==> src/rtl/ppc_loader.sv <==
// ppc_loader: boot-image loader for the PPC_LOAD phase.
// Optional trailer checksum is enabled by defining LOADER_CHECKSUM_EN.
`ifndef RAM_ADDR_BITS
`define RAM_ADDR_BITS 8
`endif
`ifndef RAM_ADDR_MAX
`define RAM_ADDR_MAX ((1 << `RAM_ADDR_BITS) - 1)
`endif
`ifndef PPC_LOAD
`define PPC_LOAD 2'd1
`endif
`ifndef PPC_EXEC
`define PPC_EXEC 2'd2
`endif
`ifndef PPC_FAIL
`define PPC_FAIL 2'd3
`endif

module ppc_loader (
  input  logic                      clk,
  input  logic                      rst_n,
  input  logic                      start,
  input  logic                      rx_valid,
  input  logic [7:0]                rx_data,
  output logic                      rx_ready,
  output logic [1:0]                next_state,
  output logic [5:0]                leds,
  output logic [`RAM_ADDR_BITS-1:0] ram_addr,
  output logic [3:0]                ram_byteen,
  output logic [31:0]               ram_wrdata,
  output logic                      ram_rden,
  output logic                      ram_wren,
  output logic [31:0]               words_loaded
);

  localparam int AW = `RAM_ADDR_BITS;
  localparam logic [32:0] LIMIT =
    33'(`RAM_ADDR_MAX) + 33'd1;

  typedef enum logic [2:0] {
    S_IDLE  = 3'd0,
    S_HDR   = 3'd1,
    S_DATA  = 3'd2,
    S_WRITE = 3'd3,
    S_CSUM  = 3'd4,
    S_DONE  = 3'd5,
    S_FAIL  = 3'd6
  } state_t;

`ifdef LOADER_CHECKSUM_EN
  localparam state_t S_TAIL = S_CSUM;
`else
  localparam state_t S_TAIL = S_DONE;
`endif

  state_t          r_state;
  logic [AW-1:0]   r_ptr;
  logic [31:0]     r_count;
  logic [31:0]     r_word;
  logic [1:0]      r_bcnt;
  logic [31:0]     r_loaded;
`ifdef LOADER_CHECKSUM_EN
  logic [31:0]     r_sum;
`endif

  logic            w_take;
  logic            w_last;
  logic [31:0]     w_cnt_sh;
  logic [31:0]     w_word_sh;
  logic [31:0]     w_loaded_inc;

  assign w_take       = rx_valid && rx_ready;
  assign w_last       = (r_bcnt == 2'd3);
  assign w_cnt_sh     = {r_count[23:0], rx_data};
  assign w_word_sh    = {r_word[23:0], rx_data};
  assign w_loaded_inc = r_loaded + 32'd1;

  // Loader FSM: header parse, word assembly, RAM write, trailer check.
  always_ff @(posedge clk or negedge rst_n) begin
    if (!rst_n) begin
      r_state  <= S_IDLE;
      r_ptr    <= '0;
      r_count  <= '0;
      r_word   <= '0;
      r_bcnt   <= '0;
      r_loaded <= '0;
`ifdef LOADER_CHECKSUM_EN
      r_sum    <= '0;
`endif
    end else begin
      unique case (r_state)
        S_IDLE: begin
          if (start) begin
            r_state  <= S_HDR;
            r_ptr    <= '0;
            r_bcnt   <= '0;
            r_count  <= '0;
            r_loaded <= '0;
`ifdef LOADER_CHECKSUM_EN
            r_sum    <= '0;
`endif
          end
        end
        S_HDR: begin
          if (w_take) begin
            r_count <= w_cnt_sh;
            r_bcnt  <= r_bcnt + 2'd1;
            if (w_last) begin
              if ({1'b0, w_cnt_sh} > LIMIT)
                r_state <= S_FAIL;
              else if (w_cnt_sh == 32'd0)
                r_state <= S_TAIL;
              else
                r_state <= S_DATA;
            end
          end
        end
        S_DATA: begin
          if (w_take) begin
            r_word <= w_word_sh;
            r_bcnt <= r_bcnt + 2'd1;
            if (w_last)
              r_state <= S_WRITE;
          end
        end
        S_WRITE: begin
          r_loaded <= w_loaded_inc;
`ifdef LOADER_CHECKSUM_EN
          r_sum    <= r_sum + r_word;
`endif
          if (w_loaded_inc == r_count) begin
            r_state <= S_TAIL;
          end else begin
            r_ptr   <= r_ptr + 1'b1;
            r_state <= S_DATA;
          end
        end
`ifdef LOADER_CHECKSUM_EN
        S_CSUM: begin
          if (w_take) begin
            r_word <= w_word_sh;
            r_bcnt <= r_bcnt + 2'd1;
            if (w_last)
              r_state <= (w_word_sh == r_sum) ?
                         S_DONE : S_FAIL;
          end
        end
`endif
        default: r_state <= r_state;
      endcase
    end
  end

  assign rx_ready     = (r_state == S_HDR)
                     || (r_state == S_DATA)
                     || (r_state == S_CSUM);
  assign ram_wren     = (r_state == S_WRITE);
  assign ram_addr     = r_ptr;
  assign ram_wrdata   = r_word;
  assign ram_byteen   = 4'hF;
  assign ram_rden     = 1'b0;
  assign words_loaded = r_loaded;
  assign leds         = {r_ptr[2:0], r_state};

  assign next_state = (r_state == S_FAIL) ? `PPC_FAIL :
                      (r_state == S_DONE) ? `PPC_EXEC :
                                            `PPC_LOAD;

endmodule
==> config.mk <==
export PLATFORM = sky130hd
export DESIGN_NAME = ppc_loader
export DESIGN_NICKNAME = d
export VERILOG_FILES = /design/src/rtl/ppc_loader.sv
export SDC_FILE = /design/constraint.sdc
export NUM_CORES = 1
export LEC_CHECK = 0
export ABC_AREA = 0
export BUFFER_PORTS_ARGS = -buffer_cell sky130_fd_sc_hd__buf_2
export CAP_MARGIN = 20
export CORE_MARGIN = 2
export CORE_UTILIZATION = 28
export CTS_CLUSTER_DIAMETER = 80
export CTS_CLUSTER_SIZE = 24
export DETAILED_ROUTE_END_ITERATION = 7
export MAX_ROUTING_LAYER = met4
export PLACE_DENSITY_LB_ADDON = 0.25
export SLEW_MARGIN = 20
export SYNTH_ARGS = -nofsm -noshare
export SYNTH_HDL_FRONTEND = slang
export SYNTH_SLANG_ARGS = --single-unit
==> constraint.sdc <==
create_clock -name clk -period 8.7 [get_ports clk]
set_clock_uncertainty 0.05 [all_clocks]
set_input_delay 0.87 -clock clk [delete_from_list [all_inputs] [get_ports clk]]
set_output_delay 0.87 -clock clk [all_outputs]
set_load 0.05 [all_outputs]
# --- Word-level counts from Yosys, hierarchy flattened ---
# Cells that the tools add are included.
classes:
  muxes: 21
  addsub: 3
  n_lt_le_gt_ge: 1
  eq_ne: 15
  bitwise: 0
  shifts: 0
  reduce_logical: 16
  div: 0
  mul: 0
ops:
  columns: ["cell", "count"]
  rows:
  - ["$pmux W32 S2", 2]
  - ["$mux W32", 2]
  - ["$add A32 B1 Y32 const B", 1]
  - ["$eq A32 B32 Y1", 1]
  - ["$gt A32 B9 Y1 const B", 1]
  - ["$logic_not A32 Y1", 1]
  - ["$mux W3", 8]
  - ["$mux W8", 2]
  - ["$pmux W8 S2", 1]
  - ["$ne A2 B2 Y1 const B", 6]
  - ["$pmux W3 S4", 1]
  - ["$eq A3 B3 Y1 const B", 3]
  - ["$reduce_and A3 Y1", 3]
  - ["$add A8 B1 Y8 const B", 1]
  - ["$mux W2", 4]
  - ["$eq A3 B2 Y1 const B", 2]
  - ["$reduce_and A6 Y1", 1]
  - ["$reduce_bool A2 Y1", 3]
  - ["$pmux W2 S2", 1]
  - ["$reduce_and A2 Y1", 2]
  - ["$reduce_bool A4 Y1", 1]
  - ["$eq A3 B1 Y1 const B", 1]
  - ["$logic_not A3 Y1", 1]
  - ["$add A2 B1 Y2 const B", 1]
  - ["other kinds (5)", 6]
totals:
  mem_bits_rw: 0
  rom_bits: 0
  wordCells: 62
  reg_bits: 109
  latchBits: 0
  memories: 0
  output_inout_bits: 87

# --- Depth between registers and ports, before layout ---
logic_depth:
  word_depth: 6
  mapped_depth: 12

# --- Worst setup path after synthesis ---
# No wires, ideal clock.
synth_timing:
  kind: "reg2reg"
  from: "register r_loaded[0] (netlist: words_loaded[0])"
  to: "register r_state[1]"
  synth_period_minus_slack_ns: 3.746
  slack_ns: 4.954
  stages_incl_launch_ff: 12
  required_time_ns: 8.531
  setup_ns: 0.119
  t_arrival_ns: 3.577
  path_cell_list: "dfrtp_1 -> ha_1 -> nand3_4 -> or4_1 -> buf_6 -> or4_4 -> o211ai_2 -> nand3b_2 -> a2111oi_4 -> buf_6 -> nand2_1 -> o21a_1"
synth_between:
  elab_chain_cells: 4
synth_lines:
  columns: ["element", "line", "source"]
  rows:
  - ["start: declaration", "61", "logic [31:0] r_loaded;"]
  - ["start signal: assignment", "127", "r_loaded <= w_loaded_inc;"]
  - ["$add A32 B1 Y32", "76", "assign w_loaded_inc = r_loaded + 32'd1;"]
  - ["$eq A32 B32 Y1", "131", "if (w_loaded_inc == r_count) begin"]
  - ["$mux W3", "131", null]
  - ["$pmux W3 S4", "91", "unique case (r_state)"]
  - ["end signal: assignment", "149", "default: r_state <= r_state;"]
  - ["end: declaration", "56", "state_t r_state;"]
# No other way between the ends.
# A chain may end at the register's enable or synchronous reset.

# --- Worst setup path in the final report ---
layout_timing:
  from: "register r_loaded[0] (netlist: words_loaded[0])"
  to: "register r_ptr[0] (netlist: ram_addr[0])"
layout_between:
  elab_chain_cells: 4
layout_lines:
  columns: ["element", "line", "source"]
  rows:
  - ["$add A32 B1 Y32", "76", null]
  - ["$eq A32 B32 Y1", "131", null]
  - ["$ne A2 B2 Y1 (no source line)", null, null]
  - ["$reduce_and A3 Y1 (no source line)", null, null]
  - ["end signal: assignment", "134", "r_ptr <= r_ptr + 1'b1;"]
  - ["end: declaration", "57", "logic [AW-1:0] r_ptr;"]
# No other way between the ends.

==> impl_metrics.py <==
metrics = {
    "floorplanning": {
        "die_w_um": 152,
        "die_area_um2": 23100,
        "initial_core_util": 0.283,
        "io_pins": 99,
        "coreArea_um2": 21700,
        "die_height_um": 152,
        "rows": 54,
    },
    "cells_and_area": {
        "final_cell_count_no_fill": 1006,
        "insertedDiodeCount": 0,
        "drive_gt1_frac": 0.240,
        "fin_nets": 736,
        "area_growth_pct": 14.9,
    },
    "detailed_routing": {
        "dr.pass1.iters": 5,
        "drt_iter0_markers": 324,
        "finalWirelength_um": 17000,
        "antenna_left": 0,
        "vias_per_cell": 5.17,
        "drc": 0,
        "drt-wirelength-per-cell_um": 16.9,
        "dr_total_vias": 5197,
    },
    "placement": {
        "gp_congestion": 0.828,
        "dp_hpwl_um": 11900,
        "pre_cts_slack_ns": 4.64,
        "dp.cells": 990,
        "numPortBuffers": 93,
    },
    "global_route": {
        "grt_overflow": 0,
        "antenna_found_initial": 0,
        "busiest_layer": "met2",
        "grt_use_met3": 0.0262,
        "grt_pass1_wl_um": 27500,
        "grt_util_met1": 0.213,
        "grt_pass1_vias": 4899,
        "grtUsageMet2": 0.219,
        "grt_max_degree": 65,
        "grt.total_usage": 0.151,
    },
    "clock_tree": {
        "cts_tree": "done",
        "htree_levels": 3,
        "cts-root-buf": "clkbuf_16",
        "clkSinkCount": 109,
        "cts_resized": 0,
        "clk_latency_ns": 0.36,
        "cts.reportedPaths.clkPinSlew_ns": 0.08,
        "post_cts_buffers": 0,
        "cts_buffer_depth": 2,
        "cts-buffers-inserted": 9,
        "cts_hold_buf": 0,
    },
    "setup_path": {
        "crit_slowest_cell": "a2111oi_4",
        "cp-end-kind": "register",
        "start_kind": "register",
        "crit_arrival_ns": 4.33,
        "cp_max_fo": 18,
        "cp.required_ns": 8.94,
        "crit_chain": "ha_1, nand3_4, or4_1, nor3_2, nand3_1, or3_4, a2111oi_4, a21oi_1, a21boi_1",
        "critPathKind": "register to register",
        "worst_path_largest_cell_delay_ns": 0.95,
    },
    "synth": {
        "synth-seq-cells": 109,
        "syn_inst": 661,
        "yosysUniqueCellTypes": 66,
        "ys.flop_type": "dfrtp_1",
        "synth_seq_area_share": 0.444,
        "avgSynthCellArea_um2": 9.29,
        "synth_edf_count": 0,
        "yosysWarnings": 0,
        "async_flop_share": 1.00,
        "synth_area_um2": 6140,
    },
    "timing": {
        "postLayoutSetupSlackWorst_ns": 4.60,
        "setup_violations": 0,
        "slew_headroom": 0.315,
        "rsz0062_at_grt": "false",
        "fin_setup_tns_ns": 0,
        "timing.fmax_ghz": 0.244,
        "period_share": 0.471,
        "finalHoldViolations": 0,
        "period_minus_slack_ns": 4.10,
        "report.final.slew_viol_count": 0,
        "worst_pin_slew_ns": 1.03,
    },
    "run": {
        "max_cap_violations": 0,
    },
    "power": {
        "peakVddDrop_mv": 0.0861,
        "p_leak_nw": 3.01,
        "p_total_mw": 1.02,
        "p_per_area_nw_per_um2": 144,
    },
    "worst_hold_path": {
        "min_path_type": "input pin to asynchronous set/reset pin",
    },
    "outcome": {
        "status": "completed",
    },
}
stage by stage:
stage	hold WS [ns]	util	cell area, µm²
after floorplan	0.419	-	6150
after global placement	0.437	0.311	6750
after detailed placement	0.441	0.311	6750
after CTS	0.459	0.325	7050
after global routing	0.477	0.325	7060
final	0.458	0.325	7060
worst paths after layout:
kind,startpoint,end,slack [ns],depth (start not counted)
setup / recovery,words_loaded[0]$_DFFE_PN0P_,ram_addr[0]$_DFFE_PN0P_,4.60,9
hold / removal,rst_n,words_loaded[15]$_DFFE_PN0P_,0.46,1
setup reg to reg,words_loaded[0]$_DFFE_PN0P_,ram_addr[0]$_DFFE_PN0P_,4.60,9
hold reg to reg,r_count[28]$_DFFE_PN0P_,r_count[28]$_DFFE_PN0P_,0.46,2
max in group asynchronous,rst_n,ram_wrdata[6]$_DFFE_PN0P_,6.88,2
min in group clk,r_count[28]$_DFFE_PN0P_,r_count[28]$_DFFE_PN0P_,0.46,2
critical path: cells and delay by family, from the launching register on:
kind                       cells  cell delay, ns
DFF                            1            0.51
and+or+nand+nor                5            1.73
AOI/OAI and AO/OA              3            1.34
adders and majority gates      1            0.38
metal layers:
metal	wire, µm	up-vias
li1	-	2515
met1	8530	2507
met3	823	16
met5	0	-
met4	220	0
met2	7410	159
report_power, final:
part           leakage (nW)  switching (mW)  total, mW  internal (mW)
combinational          1.60          0.0442     0.0614         0.0172
sequential             1.26          0.0121      0.527          0.515
clock                 0.148           0.222      0.427          0.205
total                  3.01           0.278       1.02          0.738
layout make-up:
class                      count  area (µm²)
clock buffer                   9         225
clock inverter                 7        73.8
fill                        2267       14600
inverter                       6        22.5
multi-input combinational    495        3140
sequential                   109        2730
tap                          280         350
timing repair buffer         100         520
logic make-up after synthesis:
kind of cell    synth area share
simple gates               0.209
compound gates             0.170
flops                      0.444
buf+inv                   0.0519
xor+xnor                  0.0556
mux                       0.0621
fa+ha+maj                0.00611
other cells              0.00122
cell usage in the layout, fill, tap and decap left out, types with 3 or more instances in the layout:
cell and n:
a211o_1 3, a21oi_1 22, a31oi_1 11, and2_1 3, and3_1 5, and4_1 5, buf_2 92, buf_4 8
clkbuf_16 9, conb_1 5, dfrtp_1 109, ha_1 3, inv_1 5, inv_6 3, mux2_2 33, nand2_1 107
nand2b_1 5, nand3_1 19, nand4_1 19, nor2_1 23, nor3_1 7, nor4_1 15, o211ai_1 6, o21ai_0 79
o31ai_1 20, o41ai_1 6, or3_1 7, or4_1 6, xnor2_1 25, xor2_1 14
registers in the layout, summed over array words and instances (netlist names):
signal / cells
r_bcnt: 2
ram_addr: 8
r_count: 32
r_state: 3
ram_wrdata: 32
words_loaded: 32
synth_stat cells (10+ instances only):
cell type / count / share of area
a21oi_1: 23 / 0.019
a31oi_1: 11 / 0.011
buf_4: 10 / 0.012
clkbuf_1: 27 / 0.017
dfrtp_1: 109 / 0.44
mux2_2: 33 / 0.061
nand2_1: 107 / 0.065
nand3_1: 19 / 0.015
nand4_1: 19 / 0.019
nor2_1: 25 / 0.015
nor4_1: 16 / 0.016
o21ai_0: 79 / 0.064
o31ai_1: 20 / 0.024
xnor2_1: 25 / 0.036
xor2_1: 14 / 0.020
(Power assumes the default switching activity.)
